## src/rtl/dmem_bus_ctrl.sv

```systemverilog
// dmem_bus_ctrl: registered data-memory bus master with alignment checks and a bus-wait watchdog.
// Loads read the whole bus word and extract the addressed lanes; stores enable only the addressed lanes.
module dmem_bus_ctrl #(
  parameter int DATA_W     = 32,
  parameter int ADDR_W     = 32,
  parameter int TIMEOUT    = 1024,
  parameter int BIG_ENDIAN = 1
) (
  input  logic                clk,
  input  logic                resetn,
  input  logic                en,
  input  logic [3:0]          op,
  input  logic [ADDR_W-1:0]   d_address,
  input  logic [DATA_W-1:0]   d_writedata,
  output logic                stalled,
  output logic [DATA_W-1:0]   d_loadresult,
  output logic                d_valid,
  output logic [31:0]         ecause,
  output logic [ADDR_W-1:0]   bus_address,
  output logic [DATA_W/8-1:0] bus_byteen,
  output logic                bus_we,
  output logic                bus_en,
  output logic [DATA_W-1:0]   bus_writedata,
  input  logic [DATA_W-1:0]   bus_readdata,
  input  logic                bus_wait,
  input  logic [31:0]         bus_ecause
);
  localparam int BE_W  = DATA_W / 8;
  localparam int OFF_W = $clog2(BE_W);
  localparam int CNT_W = $clog2(TIMEOUT + 1) + 1;

  typedef enum logic [1:0] {IDLE, BUS, DONE} state_t;

  state_t            state_q, state_d;
  logic [2:0]        op_q, op_d;
  logic [OFF_W-1:0]  sh_q, sh_d, sh;
  logic [CNT_W-1:0]  wcnt_q, wcnt_d;
  logic [DATA_W-1:0] res_q, res_d, wdata_q, wdata_d;
  logic [31:0]       ecause_q, ecause_d;
  logic [ADDR_W-1:0] addr_q, addr_d;
  logic [BE_W-1:0]   be_q, be_d;
  logic              we_q, we_d, ben_q, ben_d;
  logic [3:0]        nb;
  logic              misal, sgn;
  logic [DATA_W-1:0] rsh, lmask, ldata;

  function automatic logic [DATA_W-1:0] dmask(input logic [1:0] sz);
    return sz == 2'b11 ? DATA_W'(8'hFF) : sz == 2'b01 ? DATA_W'(16'hFFFF) :
           sz == 2'b00 ? DATA_W'(32'hFFFF_FFFF) : '1;
  endfunction

  function automatic logic [BE_W-1:0] bmask(input logic [1:0] sz);
    return sz == 2'b11 ? BE_W'(1'b1) : sz == 2'b01 ? BE_W'(2'b11) :
           sz == 2'b00 ? BE_W'(4'hF) : '1;
  endfunction

  assign nb    = op[1:0] == 2'b11 ? 4'd1 : op[1:0] == 2'b01 ? 4'd2 : op[1:0] == 2'b00 ? 4'd4 : 4'd8;
  assign misal = (op[1:0] == 2'b01 & d_address[0]) | (op[1:0] == 2'b00 & |d_address[1:0]) |
                 (op[1:0] == 2'b10 & ((DATA_W == 32) | |d_address[2:0]));
  // Byte shift of the access within the bus word; big-endian counts lanes from the MSB end
  assign sh    = BIG_ENDIAN != 0 ? OFF_W'(BE_W - int'(d_address[OFF_W-1:0]) - int'(nb))
                                 : d_address[OFF_W-1:0];

  assign rsh   = bus_readdata >> {sh_q, 3'b000};
  assign lmask = dmask(op_q[1:0]);
  assign sgn   = op_q[2] & (op_q[1:0] == 2'b11 ? rsh[7] : op_q[1:0] == 2'b01 ? rsh[15] :
                            op_q[1:0] == 2'b00 ? rsh[31] : 1'b0);
  assign ldata = (rsh & lmask) | (~lmask & {DATA_W{sgn}});

  always_comb begin
    state_d  = state_q;
    op_d     = op_q;
    sh_d     = sh_q;
    wcnt_d   = wcnt_q;
    res_d    = res_q;
    wdata_d  = wdata_q;
    ecause_d = ecause_q;
    addr_d   = addr_q;
    be_d     = be_q;
    we_d     = we_q;
    ben_d    = ben_q;
    case (state_q)
      IDLE: if (en) begin
        if (misal) begin
          state_d  = DONE;
          ecause_d = op[3] ? 32'd5 : 32'd4;
        end else begin
          state_d = BUS;
          ben_d   = 1'b1;
          we_d    = op[3];
          addr_d  = {d_address[ADDR_W-1:OFF_W], {OFF_W{1'b0}}};
          be_d    = op[3] ? bmask(op[1:0]) << sh : '1;
          wdata_d = op[3] ? (d_writedata & dmask(op[1:0])) << {sh, 3'b000} : '0;
          op_d    = op[2:0];
          sh_d    = sh;
          wcnt_d  = '0;
        end
      end
      BUS: if (!bus_wait) begin
        ben_d    = 1'b0;
        state_d  = DONE;
        ecause_d = bus_ecause;
        res_d    = we_q ? res_q : ldata;
      end else if (TIMEOUT > 0 && wcnt_q == CNT_W'(TIMEOUT - 1)) begin
        ben_d    = 1'b0;
        state_d  = DONE;
        ecause_d = 32'd7;
      end else begin
        wcnt_d = wcnt_q + 1'b1;
      end
      DONE: state_d = IDLE;
      default: state_d = IDLE;
    endcase
  end

  always_ff @(posedge clk or negedge resetn) begin
    if (!resetn) begin
      state_q  <= IDLE;
      op_q     <= '0;
      sh_q     <= '0;
      wcnt_q   <= '0;
      res_q    <= '0;
      wdata_q  <= '0;
      ecause_q <= '0;
      addr_q   <= '0;
      be_q     <= '0;
      we_q     <= 1'b0;
      ben_q    <= 1'b0;
    end else begin
      state_q  <= state_d;
      op_q     <= op_d;
      sh_q     <= sh_d;
      wcnt_q   <= wcnt_d;
      res_q    <= res_d;
      wdata_q  <= wdata_d;
      ecause_q <= ecause_d;
      addr_q   <= addr_d;
      be_q     <= be_d;
      we_q     <= we_d;
      ben_q    <= ben_d;
    end
  end

  // Gated by resetn so the pipeline is released the instant reset asserts
  assign stalled       = resetn & ((state_q == IDLE & en) | state_q == BUS);
  assign d_valid       = state_q == DONE;
  assign d_loadresult  = res_q;
  assign ecause        = ecause_q;
  assign bus_address   = addr_q;
  assign bus_byteen    = be_q;
  assign bus_we        = we_q;
  assign bus_en        = ben_q;
  assign bus_writedata = wdata_q;
endmodule

```

## config.mk

```make
export PLATFORM = sky130hd
export DESIGN_NAME = dmem_bus_ctrl
export DESIGN_NICKNAME = d
export VERILOG_FILES = /design/src/rtl/dmem_bus_ctrl.sv
export SDC_FILE = /design/constraint.sdc
export NUM_CORES = 1
export LEC_CHECK = 0
export CAP_MARGIN = 40
export CELL_PAD_IN_SITES_DETAIL_PLACEMENT = 1
export CELL_PAD_IN_SITES_GLOBAL_PLACEMENT = 1
export CORE_MARGIN = 1
export CORE_UTILIZATION = 35
export CTS_CLUSTER_DIAMETER = 60
export DETAILED_ROUTE_END_ITERATION = 10
export GPL_TIMING_DRIVEN = 0
export PLACE_DENSITY = 0.86
export SETUP_SLACK_MARGIN = 0.1
export SKIP_CTS_REPAIR_TIMING = 1
export SLEW_MARGIN = 40
export SYNTH_ARGS = -nofsm -noshare
export SYNTH_HDL_FRONTEND = slang
export SYNTH_SLANG_ARGS = --single-unit
```

## constraint.sdc

```tcl
create_clock -name clk -period 3.7 [get_ports clk]
set_input_delay 0.37 -clock clk [delete_from_list [all_inputs] [get_ports clk]]
set_output_delay 0.37 -clock clk [all_outputs]
set_load 0.05 [all_outputs]
```

==> flow_summary.yaml, run 1 <==
run_status:
  status: "completed"
worst_setup_path:
  crit_path_end_kind: "flip-flop"
  crit_arrival_ns: 3.81
  reg2regPathDepth: 6
  crit_type: "primary input to flip-flop"
  crit_chain: "clkdlybuf4s50_1 -> clkbuf_1 -> nand2_1 -> ha_1 -> xnor2_1 -> buf_2 -> clkbuf_2 -> mux2i_1 -> o2bb2ai_1 -> a222oi_1 -> o21ai_0"
  slowest_delay_ns: 0.56
  cp-start-kind: "primary input"
  cp.required_ns: 3.98
  cp_max_fo: 10
  crit_slowest_cell: "clkdlybuf4s50_1"
routing:
  dr.pass1.iters: 6
  antenna_left: 0
  wirelength_um: 27090
  vias: 7151
  wl_per_cell_um: 20.46
  drc_errors: 0
  avgViaCountPerCell: 5.401
  drtIter0Drc: 384
final_layout:
  drive_gt1_share_pct: 7.211
  n_fill_cell: 2281
  antenna_cells: 0
  final_cell_area_um2: 10910
  fin_cells: 1324
  finalNetCount: 1180
  areaGrowthSynthToFinish_pct: 51.39
grt:
  antenna_found_initial: 0
  first_global_vias: 7592
  grt_util_all_layers_pct: 25.77
  grt_max_degree: 59
  grt_pass1_wl_um: 42660
  grt-ovfl-total: 0
power_and_ir_drop:
  power.switching_mw: 3.885
  fin_total_pwr_mw: 8.607
  vdd.ir_drop.worst_mv: 0.3686
  p_per_area_nw_per_um2: 788.6
  leakage_nw: 4.646
  internal_power_mw: 4.721
  power_frac_clock_pct: 21.5
  p_seq_share_pct: 28.9
  swShare_pct: 45.14
  combPwrFrac_pct: 49.6
logic_synthesis:
  synth_area_um2: 7209
  synthCells: 752
  ys_warn_count: 0
  synth_edf_count: 0
  synth_top_cell_by_area: "dfrtp_1"
  yosysSeqAreaShare_pct: 52.41
  ys_types: 55
  ys_seq_elements: 151
  postSynthAreaPerCell_um2: 9.587
  synth_top_area_share_pct: 52.41
  synthArstFlopShare_pct: 100.0
  yosys-top-cells-area: "dfrtp_1 52%, nand2_1 9.5%, mux2i_1 3.7%"
  synth-main-ff-cell: "dfrtp_1"
die:
  num_rows: 52
  fp.dieW_um: 145.5
  core_um2: 20230
  die-area_um2: 21180
  io_pins: 272
  start_util_pct: 35.63
  chipHeight_um: 145.5
placement:
  port_buffers: 266
  routabilityCongestion: 0.8682
  dp.cells: 1291
  hpwlAfterDp_um: 19970
  place_area_um2: 10280
timing:
  period_share_pct: 95.40
  clock_skew_ns: 0.01054
  slew_violations: 0
  min_period_ns: 3.530
  worst_pin_slew_ns: 0.7527
  finalSetupViolations: 0
  finalHoldViolCount: 0
  timing.fmax_mhz: 283.3
  slew_headroom_pct: 49.55
  rsz0062_at_grt: "true"
  setup_tns_ns: 0
run:
  max_cap_violations: 0
cts:
  cts_tree: "done"
  clock_path_buffers: 2
  cts_sinks: 151
  clk_latency_ns: 0.43
  numCtsBuffers: 17
  clockRootBuffer: "clkbuf_16"
  path_clk_slew_ns: 0.06
  htreeDepth: 4
min_path:
  hold_class: "primary input to flip-flop"
  holdPathStages: 3
==> flip-flops by register name, summed over array words and instances, names as in the netlist <==
| register | count |
|---|---|
| bus_address | 30 |
| bus_writedata | 32 |
| bus_byteen | 4 |
| op_q | 3 |
| wcnt_q | 12 |
| bus_en | 1 |
| sh_q | 2 |
| state_q | 2 |
| d_loadresult | 32 |
| ecause | 32 |
| bus_we | 1 |
==> metal layers <==
layer	up-vias	part of all wire, %	global-route usage [%]
li1	3227	-	-
met1	3592	42	32.93
met4	0	2.2	8.737
met5	-	0	0
met3	35	6.3	4.890
met2	297	49	43.82
==> layout by cell type (no fill, tap or decap), types with 4 or more instances in the layout <==
cell	instances
a211oi_1	7
a21oi_1	26
a222oi_1	8
a22o_1	30
a31oi_1	18
and2_1	17
buf_1	6
buf_2	6
clkbuf_1	40
clkbuf_16	17
clkdlybuf4s50_1	265
dfrtp_1	151
inv_1	8
mux2_2	18
mux2i_1	27
nand2_1	182
nand3_1	14
nand4_1	4
nor2_1	35
nor2b_1	12
o21ai_0	49
o22a_1	16
o2bb2ai_1	8
o31ai_1	13
or4_1	6
==> cell families after synthesis <==
kind of cell / Yosys count / share of synthesized area [%]
AND/OR/NAND/NOR: 291 / 17.72
AO/OA/AOI/OAI: 191 / 18.48
flip-flops: 151 / 52.41
buffers and inverters: 66 / 3.766
multiplexers: 45 / 6.560
XOR/XNOR: 4 / 0.4860
adder cells (fa/ha/maj): 3 / 0.5207
other: 1 / 0.05202
==> worst max-delay path, delay by kind of cell <==
kind	cells	cell delay, ns
buf+inv	4	1.69
compound gates	3	0.58
simple gates	1	0.39
fa+ha+maj	1	0.34
mux	1	0.25
xor+xnor	1	0.17
==> cell type report <==
cell class	count	area, um^2	share of cell area [%]
Timing Repair Buffer	269	2733	25.04
Inverter	8	30.03	0.2751
Buffer	58	244.0	2.235
Tap cell	270	337.8	3.095
Multi-Input combinational cell	536	3168	29.03
Clock inverter	13	170.2	1.559
Clock buffer	19	452.9	4.150
Sequential cell	151	3779	34.62
==> metrics by stage <==
step / hold slack (ns) / setup slack (ns) / util [%]
floorplan: 0.07441 / 1.178 / -
global placement: 0.4577 / -4.101 / 50.48
detailed placement: 0.2906 / -0.2445 / 50.80
CTS: -0.1657 / 0.1597 / 53.88
global route: 0.2327 / 0.06422 / 53.94
finish: 0.2067 / 0.1701 / 53.94
==> power groups by stage <==
stage / sequential [mW] / combinational, mW / clock (mW)
final: 2.49 / 4.27 / 1.85
after global routing: 2.55 / 4.46 / 1.94
after CTS: 2.49 / 4.28 / 1.88
after detailed placement: 2.51 / 4.25 / 0
after global placement: 2.48 / 4.16 / 0
after floorplan: 4.12 / 1.01 / 0
==> cells in the mapped netlist (6+ instances only) <==
| cell type | count |
|---|---|
| o2bb2ai_1 | 8 |
| buf_1 | 6 |
| a31oi_1 | 18 |
| a222oi_1 | 8 |
| buf_2 | 6 |
| or4_1 | 6 |
| clkbuf_1 | 42 |
| nor2b_1 | 12 |
| nor2_1 | 35 |
| nand3_1 | 14 |
| nand2_1 | 182 |
| o22a_1 | 16 |
| a21oi_1 | 26 |
| inv_1 | 8 |
| dfrtp_1 | 151 |
| o21ai_0 | 49 |
| mux2i_1 | 27 |
| mux2_2 | 18 |
| a22o_1 | 30 |
| and2_1 | 17 |
| o31ai_1 | 13 |
| a211oi_1 | 7 |
==> worst paths after layout <==
path                            startpoint           endpoint  slack, ns
max in group asynchronous           resetn  bus_writedata[31]       2.65
hold / removal                       op[1]            op_q[1]       0.21
hold reg to reg            bus_address[11]    bus_address[11]       0.47
min in group asynchronous           resetn    bus_address[12]       0.43
setup / recovery                     op[0]  bus_writedata[22]       0.17
setup reg to reg                 wcnt_q[0]         ecause[11]       1.11
Power figures use the tool's default switching activity.
==> inputs of run 2 (changes only) <==
--- a/config.mk
+++ b/config.mk
@@ -9,11 +9,11 @@
 export CELL_PAD_IN_SITES_DETAIL_PLACEMENT = 1
 export CELL_PAD_IN_SITES_GLOBAL_PLACEMENT = 1
 export CORE_MARGIN = 1
-export CORE_UTILIZATION = 35
+export CORE_UTILIZATION = 31
 export CTS_CLUSTER_DIAMETER = 60
 export DETAILED_ROUTE_END_ITERATION = 10
 export GPL_TIMING_DRIVEN = 0
-export PLACE_DENSITY = 0.86
+export PLACE_DENSITY = 0.78
 export SETUP_SLACK_MARGIN = 0.1
 export SKIP_CTS_REPAIR_TIMING = 1
 export SLEW_MARGIN = 40
==> flow_summary.yaml, run 2 (synthesized netlist as in run 1, its figures left out) <==
run_status:
  status: "completed"
die:
  die-area_um2: 23870
  io_pins: 272
  chipHeight_um: 154.5
  core_um2: 22710
  start_util_pct: 31.75
  num_rows: 55
  fp.dieW_um: 154.5
cts:
  htreeDepth: 4
  clockRootBuffer: "clkbuf_16"
  path_clk_slew_ns: 0.07
  clk_latency_ns: 0.44
  numCtsBuffers: 17
  cts_tree: "done"
  clock_path_buffers: 2
  cts_sinks: 151
routing:
  wl_met1_um: 11670
  wirelength_um: 26680
  dr.max_layer_used: "met5"
  wl_per_cell_um: 19.92
  route.met3.wl_um: 1651
  drc_errors: 0
  avgViaCountPerCell: 5.217
  dr.pass1.iters: 5
  met2_length_um: 12720
  antenna_left: 0
  vias: 6985
  drtIter0Drc: 360
timing:
  min_period_ns: 3.104
  timing.fmax_mhz: 322.2
  setup_ws_ns: 0.5959
  period_share_pct: 83.89
  finalHoldViolCount: 0
  worst_pin_slew_ns: 0.7902
  rsz0062_at_grt: "false"
  clock_skew_ns: 0.01894
  hold_ws_ns: 0.2003
  slew_violations: 0
  finalSetupViolations: 0
  slew_headroom_pct: 47.03
final_layout:
  areaGrowthSynthToFinish_pct: 51.35
  layout_commonest_cell: "clkdlybuf4s50_1"
  antenna_cells: 0
  fin_cells: 1339
  finalNetCount: 1180
  multi_input_area_um2: 3168
  ff_latch_area_um2: 3779
  drive_gt1_share_pct: 7.211
  n_fill_cell: 2574
  final_cell_mix: "265 x clkdlybuf4s50_1, 182 x nand2_1, 151 x dfrtp_1"
min_path:
  hold_class: "primary input to flip-flop"
  holdPathStages: 3
  hold_path.startpoint: "op[1]"
power_and_ir_drop:
  p_per_area_nw_per_um2: 776.5
  fin_total_pwr_mw: 8.473
  leakage_nw: 4.644
  vdd.ir_drop.worst_mv: 0.3349
grt:
  antenna_found_initial: 0
  grt_util_all_layers_pct: 22.82
  grt-ovfl-total: 0
  first_global_vias: 7404
  grt_pass1_wl_um: 42050
  grt_max_degree: 73
worst_setup_path:
  cp-start-kind: "primary input"
  crit_arrival_ns: 3.39
  cp.required_ns: 3.98
  r2r-start: "wcnt_q[0]"
  crit_type: "primary input to flip-flop"
  cp-startpoint: "op[0]"
  crit_path_end_kind: "flip-flop"
  reg2regPathDepth: 6
  cp_max_fo: 10
run:
  max_cap_violations: 0
placement:
  hpwlAfterDp_um: 20100
  pre_cts_ws_ns: -0.1577
  dp.cells: 1306
  port_buffers: 266
  routabilityCongestion: 0.9050
## run 2: cell count changes in the layout (fill, tap and decap cells not counted), sizes merged
cell	before	now
inv	11	17
clkinvlp	3	0
clkbuf	62	60
clkinv	4	6
bufinv	3	0
## run 2: path summary, 6_finish.rpt
path                                endpoint  slack (ns)
setup / recovery           bus_writedata[22]        0.60
hold / removal                       op_q[1]        0.20
setup reg to reg                  ecause[31]        1.03
hold reg to reg              bus_address[16]        0.48
max in group asynchronous         ecause[21]        2.41
min in group asynchronous    bus_address[15]        0.34
## run 2: cell type report
type | count | share of cell area (%)
well taps | 285 | 3.268
multi-input cells | 536 | 29.03
clock inverters | 15 | 1.617
repair buffers | 269 | 25.04
plain buffers | 58 | 2.236
flip-flops and latches | 151 | 34.63
clock buffers | 17 | 3.899
inverters | 8 | 0.2752
## run 2: critical path: stages
cell             delay [ns]
clkdlybuf4s50_1        0.55
clkbuf_2               0.28
nand2_1                0.27
ha_1                   0.31
xnor2_1                0.16
buf_2                  0.33
clkbuf_1               0.42
mux2i_1                0.24
o2bb2ai_1              0.09
a222oi_1               0.21
o21ai_0                0.14
## run 2: through the flow
step | area, um^2 | setup TNS, ns | util [%]
after floorplan | 7213 | 0 | -
after global placement | 10230 | -655.26 | 45.06
after detailed placement | 10290 | -0.9683 | 45.32
after CTS | 10890 | 0 | 47.97
after global routing | 10910 | 0 | 48.05
final | 10910 | 0 | 48.05
## run 2: power by group
part	switching, mW	internal [mW]
clock network	0.848	0.917
logic	2.78	1.46
registers	0.312	2.16
total	3.94	4.53
## run 2: layer usage
layer / track usage, % / vias up
met5: 0 / -
met3: 4.651 / 37
li1: - / 3228
met2: 38.50 / 264
met1: 29.00 / 3454
met4: 8.015 / 2
==> inputs of run 3 (changes only) <==
==> constraint.sdc (replaced) <==
create_clock -name clk -period 3 [get_ports clk]
set_input_delay 0.3 -clock clk [delete_from_list [all_inputs] [get_ports clk]]
set_output_delay 0.3 -clock clk [all_outputs]
set_load 0.05 [all_outputs]
==> flow_summary.yaml, run 3 (synthesized netlist as in run 1, its figures left out) <==
cts:
  cts_tree: "done"
  htreeDepth: 4
  clk_latency_ns: 0.44
  clock_path_buffers: 2
  clockRootBuffer: "clkbuf_16"
  path_clk_slew_ns: 0.07
  cts_sinks: 151
  numCtsBuffers: 17
power_and_ir_drop:
  fin_total_pwr_mw: 10.46
  combPwrFrac_pct: 50.1
  vdd.ir_drop.worst_mv: 0.4131
  internal_power_mw: 5.593
  power_frac_clock_pct: 20.8
  power.switching_mw: 4.864
  leakage_nw: 4.668
  p_per_area_nw_per_um2: 954.2
  swShare_pct: 46.51
  p_seq_share_pct: 29.1
grt:
  grt_pass1_wl_um: 42050
  antenna_found_initial: 0
  first_global_vias: 7404
  grt-ovfl-total: 0
  grt_util_all_layers_pct: 22.82
  grt_max_degree: 73
final_layout:
  layout_commonest_cell: "clkdlybuf4s50_1"
  areaGrowthSynthToFinish_pct: 52.01
  antenna_cells: 0
  ff_latch_area_um2: 3779
  final_cell_mix: "265 x clkdlybuf4s50_1, 180 x nand2_1, 151 x dfrtp_1"
  drive_gt1_share_pct: 7.670
  multi_input_area_um2: 3173
  n_fill_cell: 2570
  fin_cells: 1341
  finalNetCount: 1182
routing:
  avgViaCountPerCell: 5.160
  drc_errors: 0
  drtIter0Drc: 362
  vias: 6920
  wirelength_um: 26920
  dr.pass1.iters: 5
  antenna_left: 0
  wl_per_cell_um: 20.08
placement:
  dp.cells: 1306
  hpwlAfterDp_um: 20100
  routabilityCongestion: 0.9050
  pre_cts_ws_ns: -0.7877
  port_buffers: 266
die:
  die-area_um2: 23870
  num_rows: 55
  start_util_pct: 31.75
  fp.dieW_um: 154.5
  io_pins: 272
  core_um2: 22710
  chipHeight_um: 154.5
timing:
  period_share_pct: 88.97
  worst_pin_slew_ns: 0.7961
  hold_ws_ns: 0.1336
  timing.fmax_mhz: 374.7
  clock_skew_ns: 0.01905
  slew_violations: 0
  finalSetupViolations: 0
  min_period_ns: 2.669
  finalHoldViolCount: 0
  slew_headroom_pct: 46.64
  setup_tns_ns: 0
  rsz0062_at_grt: "false"
  setup_ws_ns: 0.3308
worst_setup_path:
  crit_type: "flip-flop to flip-flop"
  crit_path_end_kind: "flip-flop"
  cp_max_fo: 10
  crit_arrival_ns: 2.99
  cp-start-kind: "flip-flop"
  cp.required_ns: 3.32
  r2r_slack_ns: 0.33
min_path:
  hold_class: "primary input to flip-flop"
run_status:
  status: "completed"
run:
  max_cap_violations: 0
-- run 3: worst paths after layout --
kind | startpoint | depth (start not counted) | end
max | wcnt_q[0] | 6 | ecause[31]
min | op[1] | 3 | op_q[1]
max reg2reg | wcnt_q[0] | 6 | ecause[31]
min reg2reg | bus_address[16] | 2 | bus_address[16]
max in group asynchronous | resetn | 4 | d_loadresult[4]
min in group asynchronous | resetn | 2 | bus_address[15]
-- run 3: cell type report --
class                           instances  area share, %
Clock buffer                           17          3.882
Timing Repair Buffer                  271          25.28
Buffer                                 58          2.272
Clock inverter                         15          1.610
Inverter                                8         0.2740
Sequential cell                       151          34.48
Multi-Input combinational cell        536          28.95
Tap cell                              285          3.254
-- run 3: critical path, stage by stage, from the launching register on --
cell and delay, ns:
dfrtp_1 0.40, ha_1 0.24, nand3_1 0.25, o41ai_1 0.71
a21boi_0 0.37, clkbuf_1 0.33, a22o_1 0.26
-- run 3: power groups by stage --
| stage | Clock, mW | Sequential [mW] | Combinational, mW |
|---|---|---|---|
| 2_1_floorplan | 0 | 5.08 | 1.24 |
| 3_3_place_gp | 0 | 3.05 | 5.16 |
| 3_5_place_dp | 0 | 3.08 | 5.24 |
| 4_1_cts | 2.22 | 3.05 | 5.26 |
| 5_1_grt | 2.31 | 3.13 | 5.51 |
| 6_report | 2.17 | 3.05 | 5.24 |
-- run 3: routing by layer --
metal  track usage [%]  routed length, um  up-vias
met2             38.50              12790      249
met3             4.651               1661       37
met1             29.00              11750     3400
met4             8.015                714        2
met5                 0                  8        -
li1                  -                  -     3232
-- run 3: through the flow --
step,util (%),cell area [um^2]
after detailed placement,45.32,10290
after CTS,47.97,10890
after floorplan,-,7213
final,48.26,10960
after global placement,45.06,10230
after global routing,48.26,10960
